<file path="config.mk">
export PLATFORM = sky130hd
export DESIGN_NAME = resource_update_sequencer_flat
export DESIGN_NICKNAME = d
export VERILOG_FILES = /design/src/rtl/resource_update_sequencer_if.sv /design/src/rtl/resource_update_sequencer.sv /design/src/flat_wrapper.sv
export SDC_FILE = /design/constraint.sdc
export NUM_CORES = 1
export LEC_CHECK = 0
export ABC_CLOCK_PERIOD_IN_PS = 2100
export CAP_MARGIN = 20
export CORE_MARGIN = 8
export CORE_UTILIZATION = 30
export DETAILED_ROUTE_END_ITERATION = 16
export SYNTH_ARGS = -nofsm -noshare
export SYNTH_HDL_FRONTEND = slang
export SYNTH_SLANG_ARGS = --single-unit
</file>
<file path="constraint.sdc">
create_clock -name clk -period 2.1 [get_ports clk]
set_clock_uncertainty 0.15 [all_clocks]
set_input_delay 0.525 -clock clk [delete_from_list [all_inputs] [get_ports clk]]
set_output_delay 0.525 -clock clk [all_outputs]
set_load 0.01 [all_outputs]
</file>
<file path="src/rtl/resource_update_sequencer_if.sv">
// Request, table-update and result signals of the resource update sequencer.
// The slave modport is the sequencer's view; master is the allocator/table side.
interface resource_update_sequencer_if #(
    parameter int CU_ID_WIDTH      = 1,
    parameter int WF_SLOT_ID_WIDTH = 4,
    parameter int RES_ID_WIDTH     = 4
) ();
    // Handshakes: a request moves on a rising edge where valid && ready are both 1;
    // the requester holds its fields stable while valid is high and ready is low.
    logic                        alloc_req_valid;
    logic                        alloc_req_ready;
    logic [CU_ID_WIDTH-1:0]      alloc_req_cu_id;
    logic [WF_SLOT_ID_WIDTH-1:0] alloc_req_wf_slot_id;
    logic [RES_ID_WIDTH-1:0]     alloc_req_res_start;
    logic [RES_ID_WIDTH-1:0]     alloc_req_res_size;

    logic                        dealloc_req_valid;
    logic                        dealloc_req_ready;
    logic [CU_ID_WIDTH-1:0]      dealloc_req_cu_id;
    logic [WF_SLOT_ID_WIDTH-1:0] dealloc_req_wf_slot_id;

    logic                        alloc_res_en;
    logic                        dealloc_res_en;
    logic [CU_ID_WIDTH-1:0]      alloc_cu_id;
    logic [WF_SLOT_ID_WIDTH-1:0] alloc_wf_slot_id;
    logic [RES_ID_WIDTH-1:0]     alloc_res_start;
    logic [RES_ID_WIDTH-1:0]     alloc_res_size;
    logic [CU_ID_WIDTH-1:0]      dealloc_cu_id;
    logic [WF_SLOT_ID_WIDTH-1:0] dealloc_wf_slot_id;

    logic                        res_table_done;
    logic [RES_ID_WIDTH-1:0]     cam_biggest_space_size;
    logic [RES_ID_WIDTH-1:0]     cam_biggest_space_addr;

    logic                        update_done;
    logic                        update_was_alloc;
    logic [CU_ID_WIDTH-1:0]      update_cu_id;
    logic [RES_ID_WIDTH-1:0]     biggest_space_size;
    logic [RES_ID_WIDTH-1:0]     biggest_space_addr;
    logic                        seq_busy;

    modport slave (
        input  alloc_req_valid, alloc_req_cu_id, alloc_req_wf_slot_id,
               alloc_req_res_start, alloc_req_res_size,
               dealloc_req_valid, dealloc_req_cu_id, dealloc_req_wf_slot_id,
               res_table_done, cam_biggest_space_size, cam_biggest_space_addr,
        output alloc_req_ready, dealloc_req_ready,
               alloc_res_en, dealloc_res_en,
               alloc_cu_id, alloc_wf_slot_id, alloc_res_start, alloc_res_size,
               dealloc_cu_id, dealloc_wf_slot_id,
               update_done, update_was_alloc, update_cu_id,
               biggest_space_size, biggest_space_addr, seq_busy
    );

    modport master (
        output alloc_req_valid, alloc_req_cu_id, alloc_req_wf_slot_id,
               alloc_req_res_start, alloc_req_res_size,
               dealloc_req_valid, dealloc_req_cu_id, dealloc_req_wf_slot_id,
               res_table_done, cam_biggest_space_size, cam_biggest_space_addr,
        input  alloc_req_ready, dealloc_req_ready,
               alloc_res_en, dealloc_res_en,
               alloc_cu_id, alloc_wf_slot_id, alloc_res_start, alloc_res_size,
               dealloc_cu_id, dealloc_wf_slot_id,
               update_done, update_was_alloc, update_cu_id,
               biggest_space_size, biggest_space_addr, seq_busy
    );
endinterface

</file>
<file path="src/rtl/resource_update_sequencer.sv">
// Serializes allocations and buffered deallocations into one-at-a-time resource
// table updates, waiting for the table's done before issuing the next one.
module resource_update_sequencer #(
    parameter int CU_ID_WIDTH            = 1,
    parameter int WF_SLOT_ID_WIDTH       = 4,
    parameter int RES_ID_WIDTH           = 4,
    parameter int DEALLOC_FIFO_DEPTH     = 4,
    parameter int DEALLOC_FIFO_PTR_WIDTH = 2
) (
    input  logic                          clk,
    input  logic                          rst,
    resource_update_sequencer_if.slave    bus,
    output logic                          dbg_state
);
    localparam int CNT_W = DEALLOC_FIFO_PTR_WIDTH + 1;

    typedef enum logic {
        IDLE      = 1'b0,
        WAIT_DONE = 1'b1
    } state_t;

    state_t state;
    state_t state_next;

    logic take_alloc;
    logic take_dealloc;
    logic done_fire;

    // Dealloc FIFO storage and bookkeeping
    logic [CU_ID_WIDTH-1:0]            fifo_cu   [DEALLOC_FIFO_DEPTH];
    logic [WF_SLOT_ID_WIDTH-1:0]       fifo_slot [DEALLOC_FIFO_DEPTH];
    logic [DEALLOC_FIFO_PTR_WIDTH-1:0] wr_ptr;
    logic [DEALLOC_FIFO_PTR_WIDTH-1:0] rd_ptr;
    logic [CNT_W-1:0]                  fifo_count;
    logic                              fifo_empty;
    logic                              fifo_full;
    logic                              push;

    // Registered outputs
    logic                        alloc_res_en_q;
    logic                        dealloc_res_en_q;
    logic [CU_ID_WIDTH-1:0]      alloc_cu_id_q;
    logic [WF_SLOT_ID_WIDTH-1:0] alloc_wf_slot_id_q;
    logic [RES_ID_WIDTH-1:0]     alloc_res_start_q;
    logic [RES_ID_WIDTH-1:0]     alloc_res_size_q;
    logic [CU_ID_WIDTH-1:0]      dealloc_cu_id_q;
    logic [WF_SLOT_ID_WIDTH-1:0] dealloc_wf_slot_id_q;
    logic                        update_done_q;
    logic                        update_was_alloc_q;
    logic [CU_ID_WIDTH-1:0]      update_cu_id_q;
    logic [RES_ID_WIDTH-1:0]     biggest_size_q;
    logic [RES_ID_WIDTH-1:0]     biggest_addr_q;

    // Identity of the update currently in flight, reported when it completes
    logic                        cur_is_alloc;
    logic [CU_ID_WIDTH-1:0]      cur_cu_id;

    assign fifo_empty = (fifo_count == '0);
    assign fifo_full  = (fifo_count == CNT_W'(DEALLOC_FIFO_DEPTH));
    // Full refuses a push even when a pop happens in the same cycle.
    assign push       = bus.dealloc_req_valid && !fifo_full;

    always_ff @(posedge clk or negedge rst) begin
        if (!rst) begin
            state <= IDLE;
        end else begin
            state <= state_next;
        end
    end

    always_comb begin
        state_next   = state;
        take_alloc   = 1'b0;
        take_dealloc = 1'b0;
        done_fire    = 1'b0;
        case (state)
            IDLE: begin
                if (!fifo_empty) begin
                    take_dealloc = 1'b1;
                    state_next   = WAIT_DONE;
                end else if (bus.alloc_req_valid) begin
                    take_alloc = 1'b1;
                    state_next = WAIT_DONE;
                end
            end
            WAIT_DONE: begin
                if (bus.res_table_done) begin
                    done_fire  = 1'b1;
                    state_next = IDLE;
                end
            end
            default: state_next = IDLE;
        endcase
    end

    always_ff @(posedge clk or negedge rst) begin
        if (!rst) begin
            wr_ptr     <= '0;
            rd_ptr     <= '0;
            fifo_count <= '0;
        end else begin
            if (push) begin
                wr_ptr <= wr_ptr + 1'b1;
            end
            if (take_dealloc) begin
                rd_ptr <= rd_ptr + 1'b1;
            end
            case ({push, take_dealloc})
                2'b10:   fifo_count <= fifo_count + 1'b1;
                2'b01:   fifo_count <= fifo_count - 1'b1;
                default: fifo_count <= fifo_count;
            endcase
        end
    end

    always_ff @(posedge clk) begin
        if (push) begin
            fifo_cu[wr_ptr]   <= bus.dealloc_req_cu_id;
            fifo_slot[wr_ptr] <= bus.dealloc_req_wf_slot_id;
        end
    end

    always_ff @(posedge clk or negedge rst) begin
        if (!rst) begin
            alloc_res_en_q       <= 1'b0;
            dealloc_res_en_q     <= 1'b0;
            alloc_cu_id_q        <= '0;
            alloc_wf_slot_id_q   <= '0;
            alloc_res_start_q    <= '0;
            alloc_res_size_q     <= '0;
            dealloc_cu_id_q      <= '0;
            dealloc_wf_slot_id_q <= '0;
            update_done_q        <= 1'b0;
            update_was_alloc_q   <= 1'b0;
            update_cu_id_q       <= '0;
            biggest_size_q       <= '0;
            biggest_addr_q       <= '0;
            cur_is_alloc         <= 1'b0;
            cur_cu_id            <= '0;
        end else begin
            alloc_res_en_q   <= take_alloc;
            dealloc_res_en_q <= take_dealloc;
            update_done_q    <= done_fire;
            if (take_alloc) begin
                alloc_cu_id_q      <= bus.alloc_req_cu_id;
                alloc_wf_slot_id_q <= bus.alloc_req_wf_slot_id;
                alloc_res_start_q  <= bus.alloc_req_res_start;
                alloc_res_size_q   <= bus.alloc_req_res_size;
                cur_is_alloc       <= 1'b1;
                cur_cu_id          <= bus.alloc_req_cu_id;
            end
            if (take_dealloc) begin
                dealloc_cu_id_q      <= fifo_cu[rd_ptr];
                dealloc_wf_slot_id_q <= fifo_slot[rd_ptr];
                cur_is_alloc         <= 1'b0;
                cur_cu_id            <= fifo_cu[rd_ptr];
            end
            if (done_fire) begin
                update_was_alloc_q <= cur_is_alloc;
                update_cu_id_q     <= cur_cu_id;
                biggest_size_q     <= bus.cam_biggest_space_size;
                biggest_addr_q     <= bus.cam_biggest_space_addr;
            end
        end
    end

    assign bus.alloc_req_ready    = (state == IDLE) && fifo_empty;
    assign bus.dealloc_req_ready  = !fifo_full;
    assign bus.alloc_res_en       = alloc_res_en_q;
    assign bus.dealloc_res_en     = dealloc_res_en_q;
    assign bus.alloc_cu_id        = alloc_cu_id_q;
    assign bus.alloc_wf_slot_id   = alloc_wf_slot_id_q;
    assign bus.alloc_res_start    = alloc_res_start_q;
    assign bus.alloc_res_size     = alloc_res_size_q;
    assign bus.dealloc_cu_id      = dealloc_cu_id_q;
    assign bus.dealloc_wf_slot_id = dealloc_wf_slot_id_q;
    assign bus.update_done        = update_done_q;
    assign bus.update_was_alloc   = update_was_alloc_q;
    assign bus.update_cu_id       = update_cu_id_q;
    assign bus.biggest_space_size = biggest_size_q;
    assign bus.biggest_space_addr = biggest_addr_q;
    assign bus.seq_busy           = (state != IDLE);
    assign dbg_state              = state;
endmodule

</file>
<file path="src/flat_wrapper.sv">
// flat-port wrapper written by rule: the top's interface ports become plain ports
module resource_update_sequencer_flat 
#(
    parameter int CU_ID_WIDTH            = 1,
    parameter int WF_SLOT_ID_WIDTH       = 4,
    parameter int RES_ID_WIDTH           = 4,
    parameter int DEALLOC_FIFO_DEPTH     = 4,
    parameter int DEALLOC_FIFO_PTR_WIDTH = 2
)
  (clk, rst, dbg_state, bus_alloc_req_valid, bus_alloc_req_cu_id, bus_alloc_req_wf_slot_id, bus_alloc_req_res_start, bus_alloc_req_res_size, bus_dealloc_req_valid, bus_dealloc_req_cu_id, bus_dealloc_req_wf_slot_id, bus_res_table_done, bus_cam_biggest_space_size, bus_cam_biggest_space_addr, bus_alloc_req_ready, bus_dealloc_req_ready, bus_alloc_res_en, bus_dealloc_res_en, bus_alloc_cu_id, bus_alloc_wf_slot_id, bus_alloc_res_start, bus_alloc_res_size, bus_dealloc_cu_id, bus_dealloc_wf_slot_id, bus_update_done, bus_update_was_alloc, bus_update_cu_id, bus_biggest_space_size, bus_biggest_space_addr, bus_seq_busy);
  resource_update_sequencer_if #(.CU_ID_WIDTH(CU_ID_WIDTH), .WF_SLOT_ID_WIDTH(WF_SLOT_ID_WIDTH), .RES_ID_WIDTH(RES_ID_WIDTH)) bus_i ();
  input  logic clk;
  input  logic rst;
  output logic dbg_state;
  input wire logic [$bits(bus_i.alloc_req_valid)-1:0] bus_alloc_req_valid;
  input wire logic [$bits(bus_i.alloc_req_cu_id)-1:0] bus_alloc_req_cu_id;
  input wire logic [$bits(bus_i.alloc_req_wf_slot_id)-1:0] bus_alloc_req_wf_slot_id;
  input wire logic [$bits(bus_i.alloc_req_res_start)-1:0] bus_alloc_req_res_start;
  input wire logic [$bits(bus_i.alloc_req_res_size)-1:0] bus_alloc_req_res_size;
  input wire logic [$bits(bus_i.dealloc_req_valid)-1:0] bus_dealloc_req_valid;
  input wire logic [$bits(bus_i.dealloc_req_cu_id)-1:0] bus_dealloc_req_cu_id;
  input wire logic [$bits(bus_i.dealloc_req_wf_slot_id)-1:0] bus_dealloc_req_wf_slot_id;
  input wire logic [$bits(bus_i.res_table_done)-1:0] bus_res_table_done;
  input wire logic [$bits(bus_i.cam_biggest_space_size)-1:0] bus_cam_biggest_space_size;
  input wire logic [$bits(bus_i.cam_biggest_space_addr)-1:0] bus_cam_biggest_space_addr;
  output wire logic [$bits(bus_i.alloc_req_ready)-1:0] bus_alloc_req_ready;
  output wire logic [$bits(bus_i.dealloc_req_ready)-1:0] bus_dealloc_req_ready;
  output wire logic [$bits(bus_i.alloc_res_en)-1:0] bus_alloc_res_en;
  output wire logic [$bits(bus_i.dealloc_res_en)-1:0] bus_dealloc_res_en;
  output wire logic [$bits(bus_i.alloc_cu_id)-1:0] bus_alloc_cu_id;
  output wire logic [$bits(bus_i.alloc_wf_slot_id)-1:0] bus_alloc_wf_slot_id;
  output wire logic [$bits(bus_i.alloc_res_start)-1:0] bus_alloc_res_start;
  output wire logic [$bits(bus_i.alloc_res_size)-1:0] bus_alloc_res_size;
  output wire logic [$bits(bus_i.dealloc_cu_id)-1:0] bus_dealloc_cu_id;
  output wire logic [$bits(bus_i.dealloc_wf_slot_id)-1:0] bus_dealloc_wf_slot_id;
  output wire logic [$bits(bus_i.update_done)-1:0] bus_update_done;
  output wire logic [$bits(bus_i.update_was_alloc)-1:0] bus_update_was_alloc;
  output wire logic [$bits(bus_i.update_cu_id)-1:0] bus_update_cu_id;
  output wire logic [$bits(bus_i.biggest_space_size)-1:0] bus_biggest_space_size;
  output wire logic [$bits(bus_i.biggest_space_addr)-1:0] bus_biggest_space_addr;
  output wire logic [$bits(bus_i.seq_busy)-1:0] bus_seq_busy;
  assign bus_i.alloc_req_valid = bus_alloc_req_valid;
  assign bus_i.alloc_req_cu_id = bus_alloc_req_cu_id;
  assign bus_i.alloc_req_wf_slot_id = bus_alloc_req_wf_slot_id;
  assign bus_i.alloc_req_res_start = bus_alloc_req_res_start;
  assign bus_i.alloc_req_res_size = bus_alloc_req_res_size;
  assign bus_i.dealloc_req_valid = bus_dealloc_req_valid;
  assign bus_i.dealloc_req_cu_id = bus_dealloc_req_cu_id;
  assign bus_i.dealloc_req_wf_slot_id = bus_dealloc_req_wf_slot_id;
  assign bus_i.res_table_done = bus_res_table_done;
  assign bus_i.cam_biggest_space_size = bus_cam_biggest_space_size;
  assign bus_i.cam_biggest_space_addr = bus_cam_biggest_space_addr;
  assign bus_alloc_req_ready = bus_i.alloc_req_ready;
  assign bus_dealloc_req_ready = bus_i.dealloc_req_ready;
  assign bus_alloc_res_en = bus_i.alloc_res_en;
  assign bus_dealloc_res_en = bus_i.dealloc_res_en;
  assign bus_alloc_cu_id = bus_i.alloc_cu_id;
  assign bus_alloc_wf_slot_id = bus_i.alloc_wf_slot_id;
  assign bus_alloc_res_start = bus_i.alloc_res_start;
  assign bus_alloc_res_size = bus_i.alloc_res_size;
  assign bus_dealloc_cu_id = bus_i.dealloc_cu_id;
  assign bus_dealloc_wf_slot_id = bus_i.dealloc_wf_slot_id;
  assign bus_update_done = bus_i.update_done;
  assign bus_update_was_alloc = bus_i.update_was_alloc;
  assign bus_update_cu_id = bus_i.update_cu_id;
  assign bus_biggest_space_size = bus_i.biggest_space_size;
  assign bus_biggest_space_addr = bus_i.biggest_space_addr;
  assign bus_seq_busy = bus_i.seq_busy;
  resource_update_sequencer #(.CU_ID_WIDTH(CU_ID_WIDTH), .WF_SLOT_ID_WIDTH(WF_SLOT_ID_WIDTH), .RES_ID_WIDTH(RES_ID_WIDTH), .DEALLOC_FIFO_DEPTH(DEALLOC_FIFO_DEPTH), .DEALLOC_FIFO_PTR_WIDTH(DEALLOC_FIFO_PTR_WIDTH)) u_core (.clk(clk), .rst(rst), .bus(bus_i), .dbg_state(dbg_state));
endmodule
</file>
Yosys cells after proc, flatten, opt, wreduce, memory -nomap -nowiden
Memories as Yosys holds them, arrays and structs flattened. A register that Yosys moved wholly into a read port is not among the register bits.
Cells that the tools add are included.
{ "totals": {"word_cells": 52, "mem_count": 2, "input_bits": 31, "register_bits": 37, "ram_bits": 20, "out_inout_bits": 35} }
{ "op_classes": {"n_eq_ne": 3, "bitwise": 1, "reduce_logical": 7, "add_sub_neg": 4, "mux": 17} }
{ "mem_list": {"columns": ["memory", "depth", "word_bits", "rd", "rd_ports_with_merged_regs", "wr", "line", "source"], "rows": [
  ["u_core.fifo_slot", 4, 4, 1, 1, 1, "resource_update_sequencer.sv:31", "logic [WF_SLOT_ID_WIDTH-1:0] fifo_slot [DEALLOC_FIFO_DEPTH];"],
  ["u_core.fifo_cu", 4, 1, 1, 0, 1, "resource_update_sequencer.sv:30", "logic [CU_ID_WIDTH-1:0] fifo_cu [DEALLOC_FIFO_DEPTH];"]
]} }
{ "op_table": {"columns": ["op", "count"], "rows": [
  ["1-bit 2-to-1 mux", 15],
  ["3-bit one-hot mux with 2 select lines", 1],
  ["2-bit by 1-bit adder with 2-bit output, second input constant", 2],
  ["2-bit nonzero test", 2],
  ["3-bit by 1-bit adder with 3-bit output, second input constant", 1],
  ["3-bit == test, second input constant", 1],
  ["3-bit zero test", 1],
  ["3-bit by 1-bit subtractor with 3-bit output, second input constant", 1],
  ["2-bit by 1-bit == test with 1-bit output, second input constant", 1],
  ["2-bit == test, second input constant", 1],
  ["1-bit logical AND", 2],
  ["1-bit zero test", 2],
  ["1-bit one-hot mux with 2 select lines", 1],
  ["1-bit inverter", 1]
]} }

Depth between registers and ports, before layout
{ "depth": {"depth_word": 5, "mapped_depth": 8} }

Least setup slack after synthesis
Ideal clock, no wire load.
{ "synth_path": {"path_type": "register -> register", "startpoint": "reg u_core.fifo_count[0]", "endpoint": "reg u_core.fifo_count[1]", "arrival_ns": 2.014, "t_required_ns": 1.825, "path_stages_with_launch": 7, "synth_period_minus_slack_ns": 2.289, "slack_ns": -0.189, "path_cell_list": "dfrtp_1 or3b_1 and2_4 inv_1 ha_1 fa_1 mux2_2"} }
{ "synth_between": {"elab_chain_len": 5} }
{ "synth_lines": {"columns": ["element", "line", "source"], "rows": [
  ["from (decl)", "resource_update_sequencer.sv:34", "logic [CNT_W-1:0] fifo_count;"],
  ["from (signal assigned)", "resource_update_sequencer.sv:109", "2'b10: fifo_count <= fifo_count + 1'b1;"],
  ["from (signal assigned)", "resource_update_sequencer.sv:110", "2'b01: fifo_count <= fifo_count - 1'b1;"],
  ["from (signal assigned)", "resource_update_sequencer.sv:111", "default: fifo_count <= fifo_count;"],
  ["3-bit == test *", "resource_update_sequencer.sv:59", "assign fifo_full = (fifo_count == CNT_W'(DEALLOC_FIFO_DEPTH));"],
  ["1-bit zero test *", null, null],
  ["net bus_dealloc_req_ready", "flat_wrapper.sv:27", "output wire logic [$bits(bus_i.dealloc_req_ready)-1:0] bus_dealloc_req_ready;"],
  ["1-bit logical AND *", "resource_update_sequencer.sv:61", "assign push = bus.dealloc_req_valid && !fifo_full;"],
  ["2-bit by 1-bit == test with 1-bit output / 2-bit == test (equally long branches)", "resource_update_sequencer.sv:108", "case ({push, take_dealloc})"],
  ["3-bit one-hot mux with 2 select lines / 2-bit nonzero test (equally long branches)", null, null]
]} }
Mark *: on every way through the listed nets, which the timed path passes. The rest lies on a longest branch.
A chain may end at the register's enable or synchronous reset.

Final worst setup path
{ "layout_path": {"startpoint": "reg u_core.fifo_count[1]", "endpoint": "reg u_core.fifo_count[1]"} }
{ "layout_between": {"elab_chain_len": 5} }
{ "layout_lines": {"columns": ["element", "line"], "rows": [
  ["3-bit zero test / 3-bit == test (equally long branches)", "resource_update_sequencer.sv:58, resource_update_sequencer.sv:59"],
  ["1-bit 2-to-1 mux / 1-bit zero test (equally long branches)", "resource_update_sequencer.sv:78, resource_update_sequencer.sv:61"],
  ["1-bit 2-to-1 mux / 1-bit logical AND (equally long branches)", "resource_update_sequencer.sv:76, resource_update_sequencer.sv:61"],
  ["2-bit by 1-bit == test with 1-bit output / 2-bit == test (equally long branches)", "resource_update_sequencer.sv:108"],
  ["3-bit one-hot mux with 2 select lines / 2-bit nonzero test (equally long branches)", null]
]} }
Several ways; a longest one is shown, not always the timed one.

==> results.py <==
metrics = {
    "status": {
        "outcome": "complete, but fails checks",
        "violations": "setup timing",
    },
    "layout": {
        "areaGrowthSynthToFinish_pct": 46.4,
        "fin_nets": 265,
        "finalNonFillerCells": 338,
        "drive_above_1_share_pct": 33.9,
        "stdcell_area_um2": 3580,
        "antenna_cells": 0,
    },
    "sta": {
        "slew_violations": 0,
        "fmax_mhz": 474,
        "slew_headroom_pct": 73.0,
        "worst_slack_ps": -9.47,
        "hold_violations": 0,
        "tightest_slew_ps": 405,
        "period_needed_ps": 2110,
        "rsz0062_at_grt": "yes",
        "finalSetupViolations": 1,
        "period_share_pct": 100,
    },
    "floorplanning": {
        "die-height_um": 106,
        "rows": 33,
        "ios": 66,
        "start_util_pct": 30.4,
        "die_area_um2": 11300,
        "die_width_um": 106,
        "fp.coreArea_um2": 8050,
    },
    "global_route": {
        "grt_antenna_before_repair": 0,
        "grt_use_met2_pct": 16.4,
        "grt_usage_pct": 9.87,
        "grt_max_degree": 29,
        "grt_pass1_vias": 1664,
        "overflow": 0,
        "busiest_layer": "met2",
        "grt_pass1_wl_mm": 8.47,
        "use_met3_pct": 3.21,
        "met1_usage_pct": 10.6,
    },
    "job": {
        "cap_violations": 0,
    },
    "clock_network": {
        "clock_path_buffers": 2,
        "insertion_delay_ps": 330,
        "cts_num_sinks": 61,
        "clk_pin_slew_worst_paths_ps": 70,
        "cts_buffers": 9,
        "cts_max_level": 3,
        "cts_tree": "built",
        "cts-root-buf": "clkbuf_8",
    },
    "synthesis": {
        "seq_area_frac_synth_pct": 66.5,
        "ys_types": 28,
        "synthesis.nets": 176,
        "synth_area_per_cell_um2": 17.6,
        "synth-seq-cells": 61,
        "synth_flop_cell": "dfrtp_1",
        "ys.warnings.count": 0,
        "synth_area_um2": 2440,
        "synth-edff-count": 20,
        "syn_inst": 139,
        "async_flop_share_pct": 67.2,
    },
    "routing": {
        "drt-wirelength-per-cell_um": 15.4,
        "postRouteWirelength_mm": 5.20,
        "drtPass1Iterations": 3,
        "ant_nets": 0,
        "drtIter0Drc": 48,
        "drc": 0,
        "vias": 1457,
        "vias_per_cell": 4.31,
    },
    "placed_design": {
        "place_congestion": 0.714,
        "placed_cells": 318,
        "dpl_cell_area_um2": 3330,
        "hpwl_mm": 3.76,
        "io_buffers": 65,
    },
    "power_and_ir_drop": {
        "ir_drop_uv": 401,
        "fin_total_pwr_mw": 4.88,
        "p_per_area_nw_per_um2": 1360,
        "p_leak_nw": 1.51,
    },
    "setup_path": {
        "cp_max_fo": 4,
        "cp-end-kind": "register",
        "critical_path_class": "register to register",
        "cp.arrival_ps": 2170,
        "required_ps": 2160,
        "reg2reg_slack_ps": -9,
        "cp-start-kind": "register",
    },
    "min_path": {
        "hp-class": "register to register",
    },
}
==> flip-flops by register name, summed over array words and instances, names as in the netlist, 2 cells and up <==
register,cells
u_core.fifo_slot,16
u_core.fifo_count,3
u_core.bus.alloc_res_size,4
u_core.wr_ptr,2
u_core.rd_ptr,2
u_core.fifo_cu,4
u_core.bus.biggest_space_addr,4
u_core.bus.alloc_wf_slot_id,4
u_core.bus.biggest_space_size,4
u_core.bus.alloc_res_start,4
u_core.bus.dealloc_wf_slot_id,4
==> kinds of logic (layout without fill, tap and decap cells) <==
group / count (synthesis) / in the layout / share of synthesized area, %
flip-flops: 61 / 61 / 66.5
multiplexers: 35 / 35 / 20.0
AND/OR/NAND/NOR: 15 / 15 / 4.45
buffers and inverters: 11 / 105 / 2.20
adder cells (fa/ha/maj): 6 / 6 / 3.38
XOR/XNOR: 6 / 6 / 2.15
AO/OA/AOI/OAI: 5 / 5 / 1.33
==> metrics by stage <==
step | hold slack, ps | setup TNS [ps] | util [%] | setup WS [ps]
after global placement | 309 | -447 | 41.4 | -242
after global routing | 373 | -110 | 44.4 | -66.2
after detailed placement | 309 | -459 | 41.4 | -244
final | 355 | -9.47 | 44.4 | -9.47
after floorplan | 79.4 | -54.7 | - | -54.7
after CTS | 359 | -14.7 | 44.3 | -14.7
==> path summary, 6_finish.rpt <==
kind	startpoint	end	depth (start not counted)
worst min-delay path	u_core.bus.biggest_space_addr[1]$_DFFE_PN0P_	u_core.bus.biggest_space_addr[1]$_DFFE_PN0P_	1
min in group asynchronous	rst	u_core.wr_ptr[0]$_DFFE_PN0P_	2
worst min register to register	u_core.bus.biggest_space_addr[1]$_DFFE_PN0P_	u_core.bus.biggest_space_addr[1]$_DFFE_PN0P_	1
worst max-delay path	u_core.fifo_count[1]$_DFFE_PN0P_	u_core.fifo_count[1]$_DFFE_PN0P_	6
worst max register to register	u_core.fifo_count[1]$_DFFE_PN0P_	u_core.fifo_count[1]$_DFFE_PN0P_	6
max in group asynchronous	rst	u_core.fifo_count[0]$_DFFE_PN0P_	3
==> what timing repair did <==
item | 4_1_cts | 5_1_grt
gates resized for setup | 10 | 2
setup endpoints to repair | 5 | 3
endpoints found under the hold margin | 13 | 0
hold buffers | 1 | 0
pin swaps | 0 | 3
buffers inserted | 1 | 2
==> layer usage <==
layer  vias up  wire length (um)  part of all wire (%)
met3         9               295                   5.7
met1       742              2110                    41
li1        674                 -                     -
met2        32              2690                    52
met4         0               106                   2.0
met5         -                 0                     0
==> power by group <==
part	switching (mW)	internal, mW	leakage [nW]	total [mW]
clock	0.449	0.700	0.107	1.15
sequential	0.237	1.65	0.675	1.89
combinational	0.688	1.16	0.732	1.85
==> area by class of cell <==
cell class	count	area, um^2
sequential	61	1630
clock inverter	4	72.6
clock buffer	12	145
tap	105	131
timing repair buffer	83	783
inverter	6	22.5
fill	732	4470
multi-input combinational	67	795
==> critical path, cell delays in order, from the launching register on <==
cell and delay [ps]:
dfrtp_2 400, or3b_4 420, and2_4 160, inv_2 60
ha_4 130, fa_1 400, mux2_4 270
==> synthesized netlist by cell type, types with 2 or more instances <==
master    number  area share, %
xnor2_1        3            1.1
nand2_1        2           0.31
mux4_2         5            4.6
nor2_1         2           0.31
mux2_2        20            9.2
edfxtp_1      20             25
mux2_4        10            6.1
dfrtp_1       41             42
a21oi_1        3           0.61
and3_1         4            1.0
ha_1           5            2.6
xor2_1         3            1.1
inv_1          6           0.92
==> layout by cell type (no fill, tap or decap), types with 2 or more instances in the layout <==
| master | synthesis | final |
|---|---|---|
| clkdlybuf4s50_1 | 0 | 60 |
| dfrtp_1 | 41 | 39 |
| edfxtp_1 | 20 | 20 |
| mux2_2 | 20 | 19 |
| buf_4 | 1 | 16 |
| mux2_4 | 10 | 11 |
| clkbuf_8 | 0 | 10 |
| inv_1 | 6 | 5 |
| mux4_2 | 5 | 5 |
| and3_1 | 4 | 4 |
| ha_1 | 5 | 4 |
| a21oi_1 | 3 | 3 |
| xnor2_1 | 3 | 3 |
| xor2_1 | 3 | 3 |
| buf_2 | 1 | 3 |
| nand2_1 | 2 | 2 |
| nor2_1 | 2 | 2 |
| bufinv_16 | 0 | 2 |
| clkbuf_1 | 1 | 2 |
| dlygate4sd2_1 | 0 | 2 |
| dfrtp_2 | 0 | 2 |
(Power assumes the default switching activity.)
